File: src/rtl/sink_capture_ctrl.sv
// Capture controller: reads N_CH lockstep FIFOs and writes the returned
// samples into a capture memory, one-shot or as a circular buffer.
module sink_capture_ctrl #(
   parameter int ADDR_WIDTH = 20,
   parameter int N_CH       = 2,
   parameter int RD_LAT     = 1
) (
   input  logic                  clk,
   input  logic                  rstn,
   input  logic                  start_i,
   input  logic                  abort_i,
   input  logic                  nop,
   input  logic                  mode_i,
   input  logic [N_CH-1:0]       Empty_i,
   input  logic [ADDR_WIDTH-1:0] ilen,
   output logic                  Read_Enable_o,
   output logic                  Write_Enable_o,
   output logic [ADDR_WIDTH-1:0] addr,
   output logic                  done,
   output logic                  busy,
   output logic                  wrap_o,
   output logic                  err_o
);

   typedef enum logic [1:0] {IDLE, RUN, DRAIN, DONE} state_t;

   localparam logic [ADDR_WIDTH-1:0] ONE = ADDR_WIDTH'(1);

   state_t                  state;
   logic [ADDR_WIDTH-1:0]   len;
   logic                    circ;
   logic [ADDR_WIDTH-1:0]   rd_cnt;
   logic [ADDR_WIDTH-1:0]   wr_cnt;
   logic [RD_LAT-1:0]       pipe;
   logic                    re;
   logic                    we;

   // Read strobe: any empty channel, nop or abort blocks the read this cycle.
   always_comb begin
      re = (state == RUN) & ~nop & ~abort_i & (Empty_i == '0) & (rd_cnt < len);
   end

   // The data returned by a read lands RD_LAT cycles later; the write follows it.
   assign we             = pipe[RD_LAT-1];
   assign Read_Enable_o  = re;
   assign Write_Enable_o = we;
   assign addr           = wr_cnt;
   assign wrap_o         = we & circ & (wr_cnt == len - ONE);

   // Control FSM, counters, read-latency pipeline and sticky error flag.
   always_ff @(posedge clk) begin
      if (!rstn) begin
         state  <= IDLE;
         len    <= '0;
         circ   <= 1'b0;
         rd_cnt <= '0;
         wr_cnt <= '0;
         pipe   <= '0;
         done   <= 1'b0;
         busy   <= 1'b0;
         err_o  <= 1'b0;
      end else begin
         // Reads already issued always complete, whatever nop/abort do later.
         pipe[0] <= re;
         for (int i = 1; i < RD_LAT; i++) pipe[i] <= pipe[i-1];

         if (start_i && state != IDLE) err_o <= 1'b1;

         if (re) rd_cnt <= (circ && rd_cnt == len - ONE) ? '0 : rd_cnt + ONE;
         if (we) wr_cnt <= (circ && wr_cnt == len - ONE) ? '0 : wr_cnt + ONE;

         case (state)
            IDLE: begin
               if (start_i) begin
                  len    <= ilen;
                  circ   <= mode_i;
                  rd_cnt <= '0;
                  wr_cnt <= '0;
                  busy   <= 1'b1;
                  if (ilen == '0) begin
                     state <= DONE;
                     done  <= 1'b1;
                  end else begin
                     state <= RUN;
                  end
               end
            end
            RUN: begin
               // Circular capture only ends on abort; one-shot ends once all reads issued.
               if (abort_i || (!circ && rd_cnt == len)) state <= DRAIN;
            end
            DRAIN: begin
               if (pipe == '0) begin
                  state <= DONE;
                  done  <= 1'b1;
               end
            end
            DONE: begin
               state <= IDLE;
               done  <= 1'b0;
               busy  <= 1'b0;
            end
            default: state <= IDLE;
         endcase
      end
   end

endmodule
File: config.mk
export PLATFORM = sky130hd
export DESIGN_NAME = sink_capture_ctrl
export DESIGN_NICKNAME = d
export VERILOG_FILES = /design/src/rtl/sink_capture_ctrl.sv
export SDC_FILE = /design/constraint.sdc
export NUM_CORES = 1
export LEC_CHECK = 0
export BUFFER_PORTS_ARGS = -buffer_cell sky130_fd_sc_hd__buf_2
export CORE_MARGIN = 2
export CORE_UTILIZATION = 54
export CTS_CLUSTER_SIZE = 20
export DETAILED_ROUTE_END_ITERATION = 8
export MAX_ROUTING_LAYER = met4
export PLACE_DENSITY_LB_ADDON = 0.15
export SYNTH_ARGS = -nofsm -noshare
export SYNTH_HDL_FRONTEND = slang
export SYNTH_SLANG_ARGS = --single-unit
File: constraint.sdc
create_clock -name clk -period 3.1 [get_ports clk]
set_clock_uncertainty 0.05 [all_clocks]
set_input_delay 0.62 -clock clk [delete_from_list [all_inputs] [get_ports clk]]
set_output_delay 0.62 -clock clk [all_outputs]
set_load 0.01 [all_outputs]
==> results of run 1 <==
metal layers:
metal	part of all wire (%)	vias to the layer above
met5	0	-
met4	2.0	0
met3	7.0	33
met2	47	206
met1	44	2241
li1	-	2347
layout make-up:
type                    instances  area share, %
well taps                     108           2.33
flip-flops and latches         67           23.4
inverters                      29           1.96
clock inverters                 2          0.604
clock buffers                  12           2.85
repair buffers                114           12.8
multi-input cells             483           56.0
flip-flops by register name (all words and copies together), names as in the netlist:
signal,flops
done,1
rd_cnt,20
Write_Enable_o,1
circ,1
err_o,1
addr,20
busy,1
state,2
len,20
path summary, 6_finish.rpt:
check / from / end / slack (ns)
worst max-delay path: len[0]$_SDFFE_PN0P_ / wrap_o / -0.39
worst min-delay path: done$_SDFFE_PN0P_ / done$_SDFFE_PN0P_ / 0.39
worst max register to register: len[0]$_SDFFE_PN0P_ / addr[12]$_SDFF_PN0_ / 0.10
worst min register to register: done$_SDFFE_PN0P_ / done$_SDFFE_PN0P_ / 0.39
critical path: stages, from the launching register on:
cell and delay [ns]:
dfxtp_4 0.36, buf_4 0.14, nor4_4 0.25, buf_4 0.20, nand4_2 0.11, buf_4 0.17
mux2_2 0.26, a221o_1 0.28, nor4_2 0.17, buf_4 0.16, and4_1 0.22, buf_2 0.14
per-stage QoR:
step / util [%] / std cells
2_1_floorplan: - / 622
3_3_place_gp: 62.6 / 790
3_5_place_dp: 62.6 / 790
4_1_cts: 65.9 / 810
5_1_grt: 66.8 / 815
6_report: 66.8 / 815
report_power, final:
part           internal [mW]  switching [mW]  total (mW)
registers              0.940          0.0843        1.02
clock network          0.428           0.351       0.779
logic                  0.875            1.07        1.94
kinds of logic (layout without fill, tap and decap cells):
| kind of cell | count (synthesis) | after routing |
|---|---|---|
| and+or+nand+nor | 273 | 274 |
| AOI/OAI and AO/OA | 95 | 95 |
| xor gates and xnor gates | 82 | 82 |
| buffers and inverters | 73 | 157 |
| DFF | 67 | 67 |
| adders and majority gates | 27 | 27 |
| muxes | 5 | 5 |
repair_timing:
action,in CTS,in global routing
buffers inserted,5,5
gates resized for setup,13,15
pin swaps,4,8
gates cloned,1,0
endpoints found under the setup margin,2,2
placed cells by master, fill, tap and decap left out, types with 26 or more instances in the layout:
cell | synthesis | layout
buf_2 | 7 | 53
buf_4 | 1 | 58
dfxtp_1 | 67 | 58
ha_1 | 27 | 26
inv_1 | 29 | 27
nand2_1 | 74 | 74
nand3_1 | 28 | 28
nand4_1 | 29 | 29
nor2_1 | 43 | 43
nor3_1 | 35 | 35
xnor2_1 | 37 | 37
xor2_1 | 45 | 45
==> flow_metrics.env, run 1 <==
export IMPL_grt_usage_pct=30.2
export IMPL_fin_crit_ns=3.49
export IMPL_ios=54
export IMPL_fin_ws_ns=-0.390
export IMPL_antenna_found_initial=0
export IMPL_antenna_left=0
export IMPL_setup_viol=1
export IMPL_grt_pass1_vias=4426
export IMPL_numClockSinks=67
export IMPL_synth_compound_area_share_pct=13.1
export IMPL_coreArea_sq_um=8680
export IMPL_fin_crit_sh_pct=113
export IMPL_worst_setup_path_start_kind="flip-flop"
export IMPL_netlist_instances=622
export IMPL_fin_setup_tns_ns=-0.390
export IMPL_muxShareOfSynthArea_pct=1.09
export IMPL_synth_most_common_cell="nand2_1"
export IMPL_power_mw=3.75
export IMPL_synth_seq_cells=67
export IMPL_synth_fp_nets=677
export IMPL_synthTopCellsByCount="nand2_1 (74), dfxtp_1 (67), xor2_1 (45)"
export IMPL_dr_pass1_iters=5
export IMPL_synth_cell_types=62
export IMPL_ys_flop_type="dfxtp_1"
export IMPL_worstSetupPathType="reg -> out"
export IMPL_die_w_um=98.5
export IMPL_ys_seq_area_share_pct=27.8
export IMPL_drc_errors=0
export IMPL_num_vias=4827
export IMPL_port_buffers=53
export IMPL_fmax_mhz=287
export IMPL_fin_nets=759
export IMPL_grt_pass1_wl_um=22700
export IMPL_use_met3_pct=6.24
export IMPL_gr_max_usage_layer="met2"
export IMPL_synth_xor_area_share_pct=14.9
export IMPL_ctsHtreeMaxLevel=3
export IMPL_worstPathRequired_ns=2.43
export IMPL_placed_area_sq_um=5430
export IMPL_grtUsageMet2_pct=47.1
export IMPL_crit_path_end_kind="output pin"
export IMPL_die_area_sq_um=9710
export IMPL_crit_fanout=5
export IMPL_regArea_sq_um=1360
export IMPL_design_area_sq_um=5800
export IMPL_wire_per_inst_um=17.3
export IMPL_gp_congestion=0.990
export IMPL_synth_edff_count=0
export IMPL_clockRootBuffer="clkbuf_8"
export IMPL_yosysTopAreaCell="dfxtp_1"
export IMPL_synth_top_area_share_pct=27.8
export IMPL_fill_cells=787
export IMPL_clk_latency_ns=0.35
export IMPL_fp_dieH_um=98.5
export IMPL_grt_setup_unrepaired="yes"
export IMPL_power_leakage_nw=2.39
export IMPL_min_path_cells=2
export IMPL_cts_buffer_depth=2
export IMPL_wl_um=14100
export IMPL_arrival_ns=2.82
export IMPL_multi_input_area_sq_um=3250
export IMPL_cts_hold_buf=0
export IMPL_drtIter0Drc=377
export IMPL_tightest_slew_ns=0.458
export IMPL_syn2layout_area_growth_pct=20.2
export IMPL_synthAdderAreaFrac_pct=7.00
export IMPL_hpwl_um=10700
export IMPL_synth_area_leaders="dfxtp_1 (28%), xor2_1 (8.2%), ha_1 (7.0%)"
export IMPL_rows=34
export IMPL_synth_simple_area_share_pct=29.8
export IMPL_overflow=0
export IMPL_max_cap_violations=0
export IMPL_viasPerCell=5.92
export IMPL_ys_warn_count=0
export IMPL_r2r_cells=13
export IMPL_synth_top_family_by_area="simple AND/OR/NAND/NOR gates"
export IMPL_synth_cell_area_sq_um=4830
export IMPL_relSlewSlack_pct=69.4
export IMPL_outcome="finished, violations left"
export IMPL_power_density_nw_per_um2=646
export IMPL_numCtsBuffers=9
export IMPL_use_met1_pct=40.2
export IMPL_start_util_pct=55.6
export IMPL_peakVddDrop_v=0.000363
export IMPL_timing_hold_ws_ns=0.392
export IMPL_syn_area_per_cell_sq_um=7.76
export IMPL_hold_class="reg -> reg"
export IMPL_slew_violations=0
export IMPL_dp_slack_ns=-0.0199
export IMPL_cts_tree="done"
export IMPL_failed_checks="setup timing"
export IMPL_synth_async_reset_ratio_pct=0
export IMPL_hold_viol_final=0
export IMPL_drive_gt1_share_pct=22.8
export IMPL_antenna_cells=0
export IMPL_grt_max_degree=29
export IMPL_clk_pin_slew_ns=0.07
No activity file was read; power rests on OpenSTA's default activity.
==> run 2, diff against run 1 <==
Settings changed: BUFFER_PORTS_ARGS -buffer_cell sky130_fd_sc_hd__buf_2 to -buffer_cell sky130_fd_sc_hd__clkbuf_2.
==> flow_metrics.env, run 2 (same netlist as run 1, synthesis figures left out) <==
export IMPL_drive_gt1_share_pct=24.5
export IMPL_grt_usage_pct=29.4
export IMPL_cts_tree="done"
export IMPL_fp_dieH_um=98.5
export IMPL_failed_checks="setup timing"
export IMPL_clockRootBuffer="clkbuf_8"
export IMPL_critPathBufInv=5
export IMPL_drc_errors=0
export IMPL_viasPerCell=5.89
export IMPL_power_leakage_nw=2.47
export IMPL_fin_crit_sh_pct=114
export IMPL_hpwl_um=10400
export IMPL_port_buffers=53
export IMPL_clk_latency_ns=0.36
export IMPL_reg2reg_to="addr[1]$_SDFF_PN0_"
export IMPL_grt_pass1_wl_um=22100
export IMPL_peakVddDrop_v=0.000454
export IMPL_slew_violations=0
export IMPL_num_vias=4885
export IMPL_antenna_cells=0
export IMPL_hold_viol_final=0
export IMPL_min_path_cells=2
export IMPL_power_density_nw_per_um2=670
export IMPL_fin_setup_tns_ns=-0.770
export IMPL_rrSetupSlack_ns=-0.35
export IMPL_cts_buffer_depth=2
export IMPL_ctsHtreeMaxLevel=3
export IMPL_setup_viol=2
export IMPL_wl_um=14200
export IMPL_drtIter0Drc=388
export IMPL_path_cells="buf_6 -> nor4_4 -> buf_6 -> buf_6 -> nand4_4 -> buf_6 -> mux2_2 -> a221o_1 -> nor4_4 -> and4_1 -> buf_2"
export IMPL_antenna_left=0
export IMPL_r2r_start="len[0]$_SDFFE_PN0P_"
export IMPL_final_common_cell="nand2_1"
export IMPL_dp_slack_ns=-0.0374
export IMPL_arrival_ns=2.85
export IMPL_crit_fanout=8
export IMPL_die_w_um=98.5
export IMPL_crit_top_cell="buf_6"
export IMPL_relSlewSlack_pct=68.7
export IMPL_power_mw=4.04
export IMPL_grt_setup_unrepaired="yes"
export IMPL_placed_area_sq_um=5400
export IMPL_worstPathRequired_ns=2.43
export IMPL_fmax_mhz=284
export IMPL_design_area_sq_um=6020
export IMPL_final_cell_mix="nand2_1 (74), buf_4 (64), dfxtp_1 (63)"
export IMPL_coreArea_sq_um=8680
export IMPL_ios=54
export IMPL_slowest_delay_ns=0.35
export IMPL_numCtsBuffers=9
export IMPL_antenna_found_initial=0
export IMPL_outcome="finished, violations left"
export IMPL_fin_ws_ns=-0.423
export IMPL_gp_congestion=0.970
export IMPL_r2r_cells=20
export IMPL_start_util_pct=55.6
export IMPL_wire_per_inst_um=17.1
export IMPL_fin_nets=771
export IMPL_grt_pass1_vias=4452
export IMPL_overflow=0
export IMPL_worstSetupPathType="reg -> out"
export IMPL_utilization_pct=69.4
export IMPL_grt_max_degree=29
export IMPL_cts_hold_buf=0
export IMPL_clk_pin_slew_ns=0.08
export IMPL_crit_path_end_kind="output pin"
export IMPL_tightest_slew_ns=0.469
export IMPL_max_cap_violations=0
export IMPL_worst_setup_path_start_kind="flip-flop"
export IMPL_numClockSinks=67
export IMPL_hp_start="done$_SDFFE_PN0P_"
export IMPL_syn2layout_area_growth_pct=24.8
export IMPL_rows=34
export IMPL_fin_crit_ns=3.52
export IMPL_path_delay_family="simple AND/OR/NAND/NOR gates"
export IMPL_holdPathEnd="done$_SDFFE_PN0P_"
export IMPL_hold_class="reg -> reg"
export IMPL_dr_pass1_iters=5
export IMPL_slowest_stage="dfxtp_4"
export IMPL_die_area_sq_um=9710
run 2: changes by cell type in the layout (fill, tap and decap cells not counted), moves of 3 or more:
cell,before,now
buf_2,53,2
nor4_2,3,0
clkbuf_2,0,51
buf_4,58,64
buf_6,2,8
dfxtp_1,58,63
dfxtp_2,6,2
run 2: worst max-delay path by stage:
| stage | startpoint | to | cells past startpoint |
|---|---|---|---|
| 2_1_floorplan | len[0]$_SDFFE_PN0P_ | wrap_o | 8 |
| 3_3_place_gp | len[0]$_SDFFE_PN0P_ | wrap_o | 8 |
| 3_5_place_dp | len[0]$_SDFFE_PN0P_ | wrap_o | 8 |
| 4_1_cts | len[1]$_SDFFE_PN0P_ | wrap_o | 9 |
| 5_1_grt | len[0]$_SDFFE_PN0P_ | wrap_o | 11 |
| 6_report | len[0]$_SDFFE_PN0P_ | wrap_o | 11 |
run 2: per-layer routing:
metal	vias up	share of wire, %	global-route usage, %
li1	2375	-	-
met1	2269	44	38.5
met2	201	47	46.2
met3	40	5.9	4.33
met4	0	3.3	11.0
met5	-	0	-
run 2: repair_timing:
action | CTS | global route
cloned | 0 | 0
pin swaps | 8 | 14
resized for setup | 13 | 27
setup endpoints to repair | 2 | 3
setup buffers | 15 | 12
run 2: tightest hold or removal path, stage by stage (launching register included):
cell     delay (ns)
dfxtp_1        0.31
inv_1          0.05
a21oi_1        0.04
run 2: cell type report:
cell class	count	area [sq um]
Multi-Input combinational cell	482	3300
Fill cell	721	2650
Sequential cell	67	1350
Timing Repair Buffer	127	876
Clock buffer	10	138
Tap cell	108	135
Inverter	29	115
Clock inverter	6	113
run 2: power by group:
| part | internal, mW | total [mW] | switching [mW] |
|---|---|---|---|
| logic | 0.973 | 2.09 | 1.12 |
| registers | 0.938 | 1.02 | 0.0864 |
| clock network | 0.558 | 0.923 | 0.366 |
| total | 2.47 | 4.04 | 1.57 |
run 2: stage by stage:
stage	std cells	hold WS, ns
after CTS	817	0.398
after global placement	786	0.380
after floorplan	622	0.415
final	829	0.392
after global routing	829	0.415
after detailed placement	786	0.385
==> run 3, diff against run 2 <==
Settings changed: BUFFER_PORTS_ARGS -buffer_cell sky130_fd_sc_hd__clkbuf_2 to -buffer_cell sky130_fd_sc_hd__buf_2, CTS_CLUSTER_SIZE 20 to not set, GPL_TIMING_DRIVEN set to 0.
==> flow_metrics.env, run 3 (same netlist as run 1, synthesis figures left out) <==
export IMPL_viasPerCell=6.05
export IMPL_rrSetupSlack_ns=0.05
export IMPL_dr_pass1_iters=6
export IMPL_antenna_found_initial=0
export IMPL_syn2layout_area_growth_pct=24.3
export IMPL_numClockSinks=67
export IMPL_num_vias=5028
export IMPL_placed_area_sq_um=5230
export IMPL_fin_ws_ns=-0.502
export IMPL_crit_fanout=7
export IMPL_wl_um=14600
export IMPL_fin_crit_sh_pct=116
export IMPL_die_area_sq_um=9710
export IMPL_final_cell_mix="nand2_1 (74), dfxtp_1 (54), buf_2 (54)"
export IMPL_hold_class="reg -> reg"
export IMPL_grt_pass1_wl_um=21900
export IMPL_final_cells=831
export IMPL_ctsHtreeMaxLevel=3
export IMPL_numCtsBuffers=9
export IMPL_timing_hold_ws_ns=0.396
export IMPL_power_density_nw_per_um2=674
export IMPL_worstSetupPathType="reg -> out"
export IMPL_die_w_um=98.5
export IMPL_hold_viol_final=0
export IMPL_design_area_sq_um=6000
export IMPL_crit_top_cell="buf_4"
export IMPL_drc_errors=0
export IMPL_dp_slack_ns=-0.476
export IMPL_grt_pass1_vias=4460
export IMPL_ios=54
export IMPL_regArea_sq_um=1380
export IMPL_crit_path_end_kind="output pin"
export IMPL_clockRootBuffer="clkbuf_8"
export IMPL_slowest_delay_ns=0.60
export IMPL_clk_latency_ns=0.35
export IMPL_slowest_stage="dfxtp_1"
export IMPL_final_common_cell="nand2_1"
export IMPL_outcome="finished, violations left"
export IMPL_peakVddDrop_v=0.000379
export IMPL_multi_input_area_sq_um=3320
export IMPL_setup_viol=2
export IMPL_fmax_mhz=278
export IMPL_fin_setup_tns_ns=-0.644
export IMPL_drtIter0Drc=640
export IMPL_fin_crit_ns=3.60
export IMPL_slew_violations=0
export IMPL_overflow=0
export IMPL_drive_gt1_share_pct=23.4
export IMPL_relSlewSlack_pct=60.4
export IMPL_max_cap_violations=0
export IMPL_path_cells="nor3_4 -> buf_4 -> buf_4 -> nand3_2 -> nor3_1 -> or4_4 -> nor4_4 -> and4_1 -> buf_2"
export IMPL_start_util_pct=55.6
export IMPL_arrival_ns=2.93
export IMPL_power_leakage_nw=2.42
export IMPL_grt_usage_pct=28.6
export IMPL_hpwl_um=9900
export IMPL_rows=34
export IMPL_fp_dieH_um=98.5
export IMPL_worstPathRequired_ns=2.43
export IMPL_worst_setup_path_start_kind="flip-flop"
export IMPL_antenna_cells=0
export IMPL_wire_per_inst_um=17.5
export IMPL_cts_buffer_depth=2
export IMPL_clk_pin_slew_ns=0.08
export IMPL_failed_checks="setup timing"
export IMPL_port_buffers=52
export IMPL_fin_nets=773
export IMPL_coreArea_sq_um=8680
export IMPL_fill_cells=709
export IMPL_dp_cells=782
export IMPL_tightest_slew_ns=0.594
export IMPL_gp_congestion=0.927
export IMPL_cts_hold_buf=0
export IMPL_grt_setup_unrepaired="yes"
export IMPL_cts_tree="done"
export IMPL_grt_max_degree=13
export IMPL_antenna_left=0
[run 3: cell count changes in the layout (fill, tap and decap cells not counted), sizes merged]
| cell | delta |
|---|---|
| clkbuf | -25 |
| nor4 | +1 |
| buf | +26 |
[run 3: final timing paths]
path | startpoint | to | cells after the start
worst max-delay path | len[8]$_SDFFE_PN0P_ | wrap_o | 9
worst min register to register | done$_SDFFE_PN0P_ | done$_SDFFE_PN0P_ | 2
worst max register to register | len[8]$_SDFFE_PN0P_ | addr[8]$_SDFF_PN0_ | 12
worst min-delay path | done$_SDFFE_PN0P_ | done$_SDFFE_PN0P_ | 2
[run 3: area by class of cell]
cell class	instances	area share, %
multi-input cells	483	55.4
flip-flops and latches	67	22.9
repair buffers	90	9.55
plain buffers	38	3.77
clock buffers	10	2.29
well taps	108	2.25
inverters	29	1.92
clock inverters	6	1.88
[run 3: per-layer routing]
metal	routed length, um	global-route usage (%)
met5	0	-
met4	733	11.0
met3	1190	4.82
met2	6660	45.7
met1	5970	36.4
[run 3: critical path, delay by kind of cell, from the launching register on]
| family | cells | cell delay (ns) |
|---|---|---|
| and+or+nand+nor | 6 | 1.55 |
| buffers and inverters | 3 | 0.42 |
| DFF | 1 | 0.60 |
[run 3: repair_timing]
item                       in CTS  in global routing
buffers inserted               20                 18
pin swaps                      12                 11
gates cloned                    1                  0
resized for setup              28                 52
setup endpoints to repair      41                 32
[run 3: where the power goes]
| part | total [mW] | internal (mW) | switching, mW |
|---|---|---|---|
| combinational | 2.06 | 0.922 | 1.13 |
| sequential | 1.05 | 0.945 | 0.109 |
| clock | 0.932 | 0.558 | 0.374 |
[run 3: per-stage QoR]
stage	total power, mW	utilization [%]
after floorplan	2.20	-
after detailed placement	2.55	60.2
after global routing	4.23	69.1
after CTS	3.68	65.7
after global placement	2.52	60.2
final	4.04	69.1
